[src/rtl/param_seq_counter_if.sv]
// ============================================================================
//  Module      : param_seq_counter_if
//  Description : Control/status bundle for param_seq_counter.
//  Revision    : 1.0  initial release
// ============================================================================
`default_nettype none

interface param_seq_counter_if #(
  parameter int WIDTH = 4
);
  logic             x_in;
  logic             dir;
  logic             load;
  logic [WIDTH-1:0] load_val;
  logic [WIDTH-1:0] state;
  logic             tc;
  logic             wrap;

  modport master (
    output x_in, dir, load, load_val,
    input  state, tc, wrap
  );

  modport slave (
    input  x_in, dir, load, load_val,
    output state, tc, wrap
  );
endinterface

`default_nettype wire

[src/rtl/param_seq_counter.sv]
// ============================================================================
//  Module      : param_seq_counter
//  Description : WIDTH-bit up/down/load counter, binary or Gray coded, wrap or
//                saturate, state register built from D, JK or T flip-flops.
//  Revision    : 1.0  initial release
// ============================================================================
`default_nettype none

module param_seq_counter #(
  parameter int WIDTH     = 4,
  parameter int FF_TYPE   = 0,
  parameter int CODE      = 0,
  parameter int SATURATE  = 0,
  parameter int RESET_VAL = 0
) (
  input wire                  clock,
  input wire                  reset,
  param_seq_counter_if.slave  bus
);

  localparam logic [WIDTH-1:0] c_all_ones  = '1;
  localparam logic [WIDTH-1:0] c_reset_val = WIDTH'(RESET_VAL);

  if (WIDTH < 2 || FF_TYPE < 0 || FF_TYPE > 2 || CODE < 0 || CODE > 1) begin : g_param_check
    $error("param_seq_counter: illegal WIDTH/FF_TYPE/CODE combination");
  end

  logic             w_x_in;
  logic             w_dir;
  logic             w_load;
  logic [WIDTH-1:0] w_load_val;
  logic [WIDTH-1:0] w_cnt;
  logic [WIDTH-1:0] w_load_bin;
  logic [WIDTH-1:0] w_d;
  logic             w_terminal;
  logic             w_wrap_d;
  logic             r_wrap;

  assign w_x_in     = bus.x_in;
  assign w_dir      = bus.dir;
  assign w_load     = bus.load;
  assign w_load_val = bus.load_val;

  // Load value and output share the configured coding; cnt is always binary.
  if (CODE == 1) begin : g_code_gray
    always_comb begin
      w_load_bin = '0;
      for (int i = 0; i < WIDTH; i++) begin
        w_load_bin[i] = ^(w_load_val >> i);
      end
    end
    assign bus.state = w_cnt ^ (w_cnt >> 1);
  end else begin : g_code_bin
    assign w_load_bin = w_load_val;
    assign bus.state  = w_cnt;
  end

  always_comb begin
    w_terminal = w_dir ? (w_cnt == c_all_ones) : (w_cnt == '0);
    w_d        = w_cnt;
    w_wrap_d   = 1'b0;
    if (reset) begin
      w_d = c_reset_val;
    end else if (w_load) begin
      w_d = w_load_bin;
    end else if (w_x_in) begin
      if (w_terminal && (SATURATE != 0)) begin
        w_d = w_cnt;
      end else begin
        w_d      = w_dir ? (w_cnt + 1'b1) : (w_cnt - 1'b1);
        w_wrap_d = w_terminal;
      end
    end
  end

  // Every bit, including reset and load, goes through the chosen excitation.
  for (genvar i = 0; i < WIDTH; i++) begin : g_bit
    logic r_q;
    assign w_cnt[i] = r_q;

    if (FF_TYPE == 1) begin : g_jk
      logic w_j;
      logic w_k;
      assign w_j = w_d[i] & ~r_q;
      assign w_k = ~w_d[i] & r_q;
      always_ff @(posedge clock) begin
        case ({w_j, w_k})
          2'b10:   r_q <= 1'b1;
          2'b01:   r_q <= 1'b0;
          2'b11:   r_q <= ~r_q;
          default: r_q <= r_q;
        endcase
      end
    end else if (FF_TYPE == 2) begin : g_t
      logic w_t;
      assign w_t = w_d[i] ^ r_q;
      always_ff @(posedge clock) begin
        r_q <= r_q ^ w_t;
      end
    end else begin : g_d
      always_ff @(posedge clock) begin
        r_q <= w_d[i];
      end
    end
  end

  always_ff @(posedge clock) begin
    if (reset) begin
      r_wrap <= 1'b0;
    end else begin
      r_wrap <= w_wrap_d;
    end
  end

  assign bus.wrap = r_wrap;
  assign bus.tc   = w_x_in & ~w_load & ~reset & w_terminal;

endmodule

`default_nettype wire

[src/flat_wrapper.sv]
// flat-port wrapper written by rule: the top's interface ports become plain ports
module param_seq_counter_flat 
#(
  parameter int WIDTH     = 4,
  parameter int FF_TYPE   = 0,
  parameter int CODE      = 0,
  parameter int SATURATE  = 0,
  parameter int RESET_VAL = 0
)
  (clock, reset, bus_x_in, bus_dir, bus_load, bus_load_val, bus_state, bus_tc, bus_wrap);
  param_seq_counter_if #(.WIDTH(WIDTH)) bus_i ();
  input wire clock;
  input wire reset;
  input wire logic [$bits(bus_i.x_in)-1:0] bus_x_in;
  input wire logic [$bits(bus_i.dir)-1:0] bus_dir;
  input wire logic [$bits(bus_i.load)-1:0] bus_load;
  input wire logic [$bits(bus_i.load_val)-1:0] bus_load_val;
  output wire logic [$bits(bus_i.state)-1:0] bus_state;
  output wire logic [$bits(bus_i.tc)-1:0] bus_tc;
  output wire logic [$bits(bus_i.wrap)-1:0] bus_wrap;
  assign bus_i.x_in = bus_x_in;
  assign bus_i.dir = bus_dir;
  assign bus_i.load = bus_load;
  assign bus_i.load_val = bus_load_val;
  assign bus_state = bus_i.state;
  assign bus_tc = bus_i.tc;
  assign bus_wrap = bus_i.wrap;
  param_seq_counter #(.WIDTH(WIDTH), .FF_TYPE(FF_TYPE), .CODE(CODE), .SATURATE(SATURATE), .RESET_VAL(RESET_VAL)) u_core (.clock(clock), .reset(reset), .bus(bus_i));
endmodule
[config.mk]
export PLATFORM = sky130hd
export DESIGN_NAME = param_seq_counter_flat
export DESIGN_NICKNAME = d
export VERILOG_FILES = /design/src/rtl/param_seq_counter_if.sv /design/src/rtl/param_seq_counter.sv /design/src/flat_wrapper.sv
export SDC_FILE = /design/constraint.sdc
export NUM_CORES = 1
export LEC_CHECK = 0
export CORE_AREA = 3 3 40 42
export CTS_BUF_LIST = sky130_fd_sc_hd__clkbuf_8
export CTS_CLUSTER_SIZE = 10
export DETAILED_ROUTE_END_ITERATION = 12
export DIE_AREA = 0 0 43 45
export PLACE_DENSITY = 0.62
export SETUP_SLACK_MARGIN = 0.15
export SYNTH_ARGS = -nofsm -noshare
export SYNTH_HDL_FRONTEND = slang
export SYNTH_SLANG_ARGS = --single-unit
export TNS_END_PERCENT = 1
[constraint.sdc]
create_clock -name clock -period 1.55 [get_ports clock]
set_input_delay 0.2325 -clock clock [delete_from_list [all_inputs] [get_ports clock]]
set_output_delay 0.2325 -clock clock [all_outputs]
set_load 0.005 [all_outputs]
## After elaboration in Yosys (flattened, before gate mapping)

Index checks and enable logic that the tools add are counted.

- Flip-flop bits (word level): 5
- Bits of input ports: 9
- Word-level logic and storage cells: 21

- Add/subtract/negate cells: 2
- Mux-type cells: 4
- Reductions and logical operators: 3
- Bitwise logic cells: 6
- Equality and inequality tests: 1

Operators by type and width:

| kind | number |
|---|---|
| $mux W4 | 3 |
| $add A4 B1 Y4 const B | 1 |
| $eq A4 B4 Y1 const B | 1 |
| $logic_not A4 Y1 | 1 |
| $sub A4 B1 Y4 const B | 1 |
| $and A1 B1 Y1 | 3 |
| $not A1 Y1 | 3 |
| $reduce_or A3 Y1 | 1 |
| $reduce_bool A2 Y1 | 1 |
| $mux W1 | 1 |

## Logic depth before layout (Yosys ltp)

- Word-level depth: 4
- Mapped depth: 5
- Depth with buffers taken out: 5

## Worst setup path after synthesis

No wires, ideal clock.

- Path type: register to register
- From: register u_core.g_bit[1].r_q
- To: register u_core.g_bit[2].r_q
- Stages on the path, launching flop included: 5
- Arrival: 1.297 ns
- Period minus slack after synthesis: 1.367 ns
- Required time: 1.480 ns
- Path slack: 0.183 ns
- Setup time: 0.070 ns
- Cell sequence: dfxtp_1 > fa_1 > xnor2_1 > a211o_2 > a21oi_1

- Word-level cells in the longest chain between the ends: 4

Ends and longest elaborated chain:

| what | RTL line | text |
|---|---|---|
| start: declaration | param_seq_counter.sv:78 | `logic r_q;` |
| start signal: assignment | param_seq_counter.sv:102 | `r_q <= w_d[i];` |
| $sub A4 B1 Y4 or $add A4 B1 Y4 (tied branches) | param_seq_counter.sv:70 | `w_d = w_dir ? (w_cnt + 1'b1) : (w_cnt - 1'b1);` |
| $mux W4 * | param_seq_counter.sv:70 |  |
| $mux W4 * | param_seq_counter.sv:66 | `end else if (w_x_in) begin` |
| $mux W4 * | param_seq_counter.sv:64 | `end else if (w_load) begin` |
| end signal: assignment | param_seq_counter.sv:102 |  |
| end: declaration | param_seq_counter.sv:78 |  |

Mark *: on every way between the ends. The rest lies on a longest branch, timed or not. The select of a mux whose other input is x is not followed.
A chain may end at the register's enable or synchronous reset.

## Final worst setup path

Ends and elaborated chain as after synthesis.

==> impl_results.md <==
* Status: completed
* Aggregate global-route resource usage at 0.105
* Unrepaired setup endpoints after global routing: true
* Number of port buffers at 14
* Worst hold slack after final layout at between 0.4 and 0.5 ns
* Slowest CP cell: fa_2
* Fmax at 683 MHz
* Standard cell core area at ~1300 sq um
* Num ports at 15
* Portion of total power attributed to the clock network at 0.406
* Register-to-register setup slack at approximately 0.086 ns
* Flip-flop and latch count after synthesis at 5
* Cells after Synth at 40
* Number of rows in the core area at 13
* Post-route clock period utilization at 0.945
* Die Height at between 40 and 50 um
* Mean routed wirelength per cell at roughly 11 um
* Fin worst setup slack at about 0.086 ns
* Launch instance of the worst register-to-register path: u_core.g_bit[1].r_q
* Family with the most delay on the worst path: compound AO/OA/AOI/OAI gates
* Routed wire length at a little under 1000 um
* Fraction of post-synthesis cell area in the top cell type by area at 0.273
* Cell area after placement at a little under 600 sq um
* Final standard cell count with taps included and fillers excluded at 84
* Number of distinct library cells after synthesis at 19
* CTS tree: built
* Relative contribution of combinational cells to total power at 0.317
* Antenna Nets Post-Route at 0
* Number of buffers created by CTS at 3
* Proportion of synthesized chip area in sequential cells at 0.273
* Hold-fix buffers at CTS at 0
* Via-per-instance ratio at 4.65
* Endpoint with the worst hold slack: u_core.g_bit[2].r_q
* CTS H-tree lvls at 1
* DRC violation count after routing at 0
* Syn. warnings at 0
* Required time of the worst setup path at between 1.5 and 2 ns
* Share of total power consumed by net switching at 0.239
* Maximum fanout along the worst path at 4
* Buffer levels on the longest clock path at 2
* Power density of the placed cells at just over 800 nW/um^2
* Vias in the first global route at between 300 and 400
* Peak per-stage delay on the critical path at 0.35 ns
* Hold violation total from the final report at 0
* Critical path data arrival time at approximately 1.6 ns
* Diodes inserted at 0
* Startpoint class of the critical path: flop
* Setup Viol. Count Final at 0
* Initial antenna violation count at 0
* Root buffer cell: clkbuf_8
* Initial Util at 0.285
* Worst vdd ir at 537 uV
* Clk pin slew, worst setup/hold paths at 0.03 ns
* Kind of end point of the critical path: flop
* Terminus of the critical flop-to-flop path: u_core.g_bit[2].r_q
* First-pass GRT wire length at approximately 1500 um
* Share of cells above drive strength 1 at 0.449
* Aggregate negative setup slack at 0 ns
* Start point of the worst min-delay path: reset
* R2R cell count at 5
* Switching Power at ~0.13 mW
* Ordered list of cells on the worst path: buf_6 > fa_2 > xnor2_1 > a211o_2 > a21oi_2
* Count of buffering cells on the critical path with inverters included at 1
* Latest clock arrival within the worst-skew pair at approximately 0.21 ns
* Total clock sinks at 5
* Largest net degree at the start of global routing at 7
* Final HPWL from detailed placement at roughly 740 um
* Chip Width at between 40 and 50 um
* Number of instances in the placed design at 76
* # Max-Cap Violations at 0
* Cell depth of the worst hold path at 3
* Area of the die at 1940 sq um
* Cell-internal power at roughly 0.42 mW
* Biggest area contributors in the synthesized netlist: dfxtp_1 27%, buf_4 10%, a21oi_1 8.2%, ha_1 6.8%, fa_1 5.5%
* Crit path time final at 1.46 ns
* Layout area overhead at 82.6%
* Total leakage power at slightly above 0.3 nW
* Number of iterations in the first detailed-routing pass at 4
* Design Area, Final at between 600 and 700 sq um
* Final-stage net count at 82
* Detailed Route Iter0 Violations at 7
* Sequential share of power at 0.277
* Post-synthesis average cell area at 9.17 sq um
* Post-Place Worst Slack at -0.432 ns
* Top cell type by total area after synthesis: dfxtp_1
* Final count of pins violating max slew at 0
* Via count at just under 400
* Total power consumption of the routed design at around 0.55 mW
* Remaining global-route overflow at 0
* Transition time of the tightest slew-check pin at just under 0.2 ns
* Placer Congestion at around 0.73
* Hold WC Path Type: primary input to flop
* Final setup skew at approximately 0.0025 ns
* Kind of critical path: flop to flop
* Max-Slew Margin vs Limit at 0.870
* Nets in the synthesized netlist at 52
* Synthesized cell area at between 300 and 400 sq um
* Utilization after layout at 0.521
-- metal layers --
layer	share of wire	wire [um]	GRT usage	vias up
li1	-	-	-	197
met1	0.43	413	0.128	173
met2	0.47	454	0.174	19
met3	0.080	77	0.0359	2
met4	0.017	16	0.0361	0
met5	0	0	0	-
-- cells by family (layout without fill, tap and decap cells) --
kind of cell,after synthesis,after routing,share of synthesized area
adder cells (fa/ha/maj),3,3,0.123
AND/OR/NAND/NOR,12,12,0.181
buffers and inverters,6,35,0.113
flip-flops,5,5,0.273
XOR/XNOR,3,3,0.0717
multiplexers,3,3,0.0853
AO/OA/AOI/OAI,8,8,0.154
-- state kept, by name, indices dropped and copies added, names as in the netlist --
name,flops
u_core.g_bit.r_q,4
u_core.bus.wrap,1
-- synthesized netlist by cell type, drive strengths merged --
cell type and number:
inv 1, and3 2, or3b 1, a211o 1, nor2 3, fa 1, ha 2, xnor2 1
buf 5, nor3b 1, dfxtp 5, o32ai 1, a21oi 6, nand2 2, nand3 2, mux2 1
nor4 1, xor2 2, mux2i 2
-- timing repair --
| item | 4_1_cts | 5_1_grt |
|---|---|---|
| gates resized for setup | 15 | 2 |
| setup endpoints to repair | 7 | 7 |
| cloned | 0 | 0 |
| setup buffers | 3 | 1 |
| pin swaps | 3 | 0 |
-- placed cells by master, fill, tap and decap left out --
master / Yosys / routed
nand3_1: 2 / 2
buf_6: 0 / 1
and3_1: 2 / 2
inv_1: 1 / 1
nand2_1: 2 / 2
xnor2_1: 1 / 1
mux2i_1: 2 / 2
dfxtp_1: 5 / 3
nor3b_1: 1 / 1
nor4_2: 0 / 1
xor2_1: 2 / 2
o32ai_2: 1 / 1
nor2_1: 3 / 3
fa_2: 0 / 1
ha_1: 2 / 2
clkbuf_8: 0 / 3
buf_4: 5 / 15
buf_2: 0 / 1
dlygate4sd2_1: 0 / 4
mux2_4: 0 / 1
a21oi_1: 6 / 4
a211o_2: 1 / 1
dfxtp_2: 0 / 2
a21oi_2: 0 / 2
inv_2: 0 / 1
clkdlybuf4s50_1: 0 / 9
or3b_4: 1 / 1
-- tightest hold or removal path: cells and delay by family --
family | cells | cell delay (ns)
buf+inv | 2 | 0.36
compound gates | 1 | 0.03
-- worst max-delay path by stage --
stage,startpoint,to,slack [ns],cells past startpoint
floorplan,u_core.g_bit[1].r_q,u_core.g_bit[2].r_q,0.18,4
global placement,bus_x_in,bus_tc,-0.42,4
detailed placement,bus_x_in,bus_tc,-0.43,4
CTS,u_core.g_bit[1].r_q,u_core.g_bit[2].r_q,0.08,5
global route,u_core.g_bit[1].r_q,u_core.g_bit[1].r_q,0.05,5
finish,u_core.g_bit[1].r_q,u_core.g_bit[2].r_q,0.09,5
-- power by group through the flow --
stage | Combinational, mW | Sequential (mW) | Clock, mW
4_1_cts | 0.165 | 0.151 | 0.232
6_report | 0.175 | 0.153 | 0.224
5_1_grt | 0.190 | 0.154 | 0.244
3_5_place_dp | 0.152 | 0.151 | 0
2_1_floorplan | 0.0765 | 0.152 | 0
3_3_place_gp | 0.150 | 0.151 | 0
-- area by class of cell --
| cell class | instances | area (sq um) |
|---|---|---|
| fillers | 133 | 616 |
| repair buffers | 30 | 254 |
| multi-input cells | 29 | 245 |
| flip-flops and latches | 5 | 103 |
| clock buffers | 3 | 41.3 |
| well taps | 15 | 18.8 |
| clock inverters | 1 | 3.75 |
| inverters | 1 | 3.75 |
(Power assumes the default switching activity.)
